<file path="src/rtl/proc_control_unit.sv">
// Multi-cycle fetch/decode/execute sequencer for the 16-bit CECS 301 processor.
// A Step pulse in IDLE runs one instruction; every strobe is a Moore decode of state and IR.
module proc_control_unit #(
  parameter int CNT_W = 16
) (
  input  logic             clk,
  input  logic             rst,
  input  logic             Step,
  input  logic [15:0]      IR,
  input  logic             Z,
  output logic             pc_inc,
  output logic             pc_ld,
  output logic             ir_ld,
  output logic             mem_rd,
  output logic             mem_we,
  output logic             addr_sel,
  output logic             rf_we,
  output logic [1:0]       wb_sel,
  output logic [3:0]       alu_op,
  output logic [3:0]       W_Adr,
  output logic [3:0]       R_Adr,
  output logic [3:0]       S_Adr,
  output logic [7:0]       imm,
  output logic             busy,
  output logic             halted,
  output logic [3:0]       state,
  output logic [CNT_W-1:0] icount
);

  typedef enum logic [3:0] {
    IDLE   = 4'd0,
    FETCH  = 4'd1,
    DECODE = 4'd2,
    EX_ALU = 4'd3,
    EX_LD  = 4'd4,
    WB_LD  = 4'd5,
    EX_ST  = 4'd6,
    EX_LDI = 4'd7,
    EX_JMP = 4'd8,
    EX_JZ  = 4'd9,
    HALT   = 4'd10
  } state_t;

  state_t           state_reg, state_next;
  logic [CNT_W-1:0] icount_reg;
  logic             retire;
  logic [3:0]       op;

  assign op = IR[15:12];

  always_ff @(posedge clk) begin
    if (rst) begin
      state_reg  <= IDLE;
      icount_reg <= '0;
    end else begin
      state_reg <= state_next;
      if (retire)
        icount_reg <= icount_reg + CNT_W'(1);
    end
  end

  // retire marks the last cycle of an instruction, including the one that enters HALT
  always_comb begin
    state_next = state_reg;
    retire     = 1'b0;
    case (state_reg)
      IDLE:   if (Step) state_next = FETCH;
      FETCH:  state_next = DECODE;
      DECODE: begin
        case (op)
          4'hA:    state_next = EX_LD;
          4'hB:    state_next = EX_ST;
          4'hC:    state_next = EX_LDI;
          4'hD:    state_next = EX_JMP;
          4'hE:    state_next = EX_JZ;
          4'hF: begin
            state_next = HALT;
            retire     = 1'b1;
          end
          default: state_next = EX_ALU;
        endcase
      end
      EX_LD:  state_next = WB_LD;
      EX_ALU, WB_LD, EX_ST, EX_LDI, EX_JMP, EX_JZ: begin
        state_next = IDLE;
        retire     = 1'b1;
      end
      HALT:    state_next = HALT;
      default: state_next = IDLE;
    endcase
  end

  always_comb begin
    pc_inc   = 1'b0;
    pc_ld    = 1'b0;
    ir_ld    = 1'b0;
    mem_rd   = 1'b0;
    mem_we   = 1'b0;
    addr_sel = 1'b0;
    rf_we    = 1'b0;
    wb_sel   = 2'd0;
    alu_op   = 4'd0;
    case (state_reg)
      FETCH: begin
        mem_rd = 1'b1;
        ir_ld  = 1'b1;
        pc_inc = 1'b1;
      end
      EX_ALU: begin
        rf_we  = 1'b1;
        alu_op = (op <= 4'd9) ? op : 4'd0;
      end
      EX_LD: begin
        mem_rd   = 1'b1;
        addr_sel = 1'b1;
      end
      WB_LD: begin
        mem_rd   = 1'b1;
        addr_sel = 1'b1;
        rf_we    = 1'b1;
        wb_sel   = 2'd1;
      end
      EX_ST: begin
        mem_we   = 1'b1;
        addr_sel = 1'b1;
      end
      EX_LDI: begin
        rf_we  = 1'b1;
        wb_sel = 2'd2;
      end
      EX_JMP: pc_ld = 1'b1;
      EX_JZ:  pc_ld = Z;
      default: ;
    endcase
  end

  assign W_Adr  = IR[11:8];
  assign R_Adr  = IR[7:4];
  assign S_Adr  = IR[3:0];
  assign imm    = IR[7:0];
  assign busy   = (state_reg != IDLE) && (state_reg != HALT);
  assign halted = (state_reg == HALT);
  assign state  = state_reg;
  assign icount = icount_reg;

endmodule

</file>
<file path="config.mk">
export PLATFORM = sky130hd
export DESIGN_NAME = proc_control_unit
export DESIGN_NICKNAME = d
export VERILOG_FILES = /design/src/rtl/proc_control_unit.sv
export SDC_FILE = /design/constraint.sdc
export NUM_CORES = 1
export LEC_CHECK = 0
export BUFFER_PORTS_ARGS = -buffer_cell sky130_fd_sc_hd__buf_4
export CAP_MARGIN = 15
export CORE_MARGIN = 1.5
export CORE_UTILIZATION = 48
export CTS_CLUSTER_SIZE = 20
export DETAILED_ROUTE_END_ITERATION = 10
export PLACE_DENSITY_LB_ADDON = 0.12
export SETUP_SLACK_MARGIN = 0.15
export SYNTH_ARGS = -nofsm -noshare
export SYNTH_HDL_FRONTEND = slang
export SYNTH_SLANG_ARGS = --single-unit
</file>
<file path="constraint.sdc">
create_clock -name clk -period 3.7 [get_ports clk]
set_clock_uncertainty 0.05 [all_clocks]
set_input_delay 0.555 -clock clk [delete_from_list [all_inputs] [get_ports clk]]
set_output_delay 0.555 -clock clk [all_outputs]
set_load 0.05 [all_outputs]
</file>
==> out/metrics.yaml <==
layout_worst_path_cycle_share_pct: 68.4
ys_warn_count: 0
initial_core_util_pct: 51.0
outcome: "finished, final reports clean"
largest_register_ff_count: 16
ys_async_sr_fraction_pct: 0
clkLatencyLatePin_ps: 300
die_x_um: 57.1
synth-main-ff-cell: "dfxtp_1"
cts_buffers: 3
post_cts_resized: 0
place_area_sq_um: 1530
setup_viol: 0
dieArea_sq_um: 3260
clkTransAtPathRegs_ps: 110
worstPathMaxFanout: 28
synth-edff-count: 0
dp_slack_ps: 1170
final.setup.worst_slack_ps: 1170
vias: 1276
drc_errors: 0
hpwlAfterDp_um: 2270
cellLeakagePower_nw: 0.613
postCtsSetupBuffers: 0
cp.arrival_ps: 2680
core_area_sq_um: 2760
grt_pass1_vias: 1165
grt-ovfl-total: 0
grt_setup_unrepaired: "no"
drive_gt1_share_pct: 28.6
fin_crit_ps: 2530
maxCapViolations: 0
routabilityCongestion: 0.828
wl_per_cell_um: 14.5
io_pins: 75
cp-end-kind: "flop"
final_cell_mix: "buf_4 (42), dfxtp_1 (20), a21oi_1 (13)"
syn_inst: 170
grt_max_degree: 29
syn2layout_area_growth_pct: 11.5
h-tree-depth: 1
drtAntennaViolNets: 0
grt_usage_pct: 19.8
port_buffers: 42
antenna_found_initial: 0
synth_cell_types: 45
drtIter0Drc: 25
routed_wl_um: 3140
syn_nets: 191
tightest_slew_ps: 993
max-clock-path-buffers: 2
tns_ps: 0
required_ps: 3850
fmax_mhz: 395
cts_hold_buf: 0
root_buffer: "clkbuf_4"
vdd_drop_max_v: 0.000328
cts_tree: "yes"
final_common_cell: "buf_4"
pwr_density_cell_nw_per_um2: 320
antenna_cells: 0
fin_nets: 207
clock-sinks: 20
critPathKind: "reg -> reg"
grt_pass1_wl_um: 5240
drtPass1Iterations: 5
slew_viol_final: 0
seq_area_frac_synth_pct: 28.5
final_area_sq_um: 1570
die_height_um: 57.1
startpoint_type: "flop"
hp-class: "reg -> reg"
syn-cell-area_sq_um: 1410
n_fill_cell: 283
slew_headroom_pct: 33.8
row_count: 19
synth_seq_cells: 20
synth_area_per_cell_sq_um: 8.27
final_hold_viol_count: 0
vias_per_cell: 5.91
path summary, 6_finish.rpt:
path                                                 to  cells after the start  slack, ps              startpoint
worst max-delay path            icount[15]$_SDFFE_PP0P_                      4       1170   state[3]$_SDFFE_PP0P_
worst max register to register  icount[15]$_SDFFE_PP0P_                      4       1170   state[3]$_SDFFE_PP0P_
worst min register to register   icount[6]$_SDFFE_PP0P_                      2        460  icount[6]$_SDFFE_PP0P_
worst min-delay path             icount[6]$_SDFFE_PP0P_                      2        460  icount[6]$_SDFFE_PP0P_
logic make-up (layout without fill, tap and decap cells):
family / after synthesis / in the layout / synth area share (%)
compound gates: 37 / 37 / 18.2
xor+xnor: 3 / 3 / 1.87
fa+ha+maj: 2 / 2 / 1.69
buf+inv: 35 / 50 / 17.4
flops: 20 / 20 / 28.5
mux: 4 / 4 / 3.03
simple gates: 69 / 69 / 29.4
area by class of cell:
type	instances	area [sq um]	share of cell area, %
multi-input cells	115	761	48.6
well taps	31	38.8	2.48
clock buffers	4	36.3	2.32
inverters	4	15.0	0.958
repair buffers	42	315	20.1
flip-flops and latches	20	400	25.6
report_power, final:
group | switching, mW | leakage [nW] | internal, mW
Combinational | 0.0947 | 0.431 | 0.0439
Sequential | 0.0154 | 0.161 | 0.219
Clock | 0.0673 | 0.0210 | 0.0601
critical path, stage by stage (launching register included):
cell,delay [ps]
dfxtp_1,630
clkinv_1,280
a221oi_4,930
nor4_1,180
mux2_1,350
metrics by stage:
step / instances / util [%] / hold slack, ps / total power [mW]
global placement: 212 / 55.5 / 424 / 0.376
finish: 216 / 56.8 / 460 / 0.501
detailed placement: 212 / 55.5 / 444 / 0.378
global route: 216 / 56.8 / 494 / 0.524
CTS: 216 / 56.8 / 461 / 0.503
floorplan: 170 / - / 662 / 0.402
cell usage after synthesis, drive strengths merged (2+ instances only):
cell type,n,area [sq um]
nor3,5,25.0
nand2b,3,18.8
dfxtp,20,400
buf,27,214
clkbuf,4,15.0
a21oi,15,82.6
xnor2,2,17.5
nor4,4,25.0
o21a,2,15.0
nand3,6,30.0
or4,7,52.6
nand2,7,26.3
and4,3,26.3
o31ai,7,52.6
o21ai,6,30.0
or3,5,31.3
mux2i,2,20.0
and2,3,18.8
nand4,4,25.0
inv,3,11.3
nor2,12,45.0
mux2,2,22.5
nor2b,5,31.3
layer usage:
layer  part of all wire, %  global-route usage [%]  vias to the layer above  wire [um]
li1                      -                       -                      632          -
met1                    45                    25.7                      581       1420
met2                    46                    32.2                       45       1440
met3                   6.7                    4.99                       18        211
met4                   2.4                    6.98                        0         74
met5                     0                       0                        -          0
(Power assumes the default switching activity.)
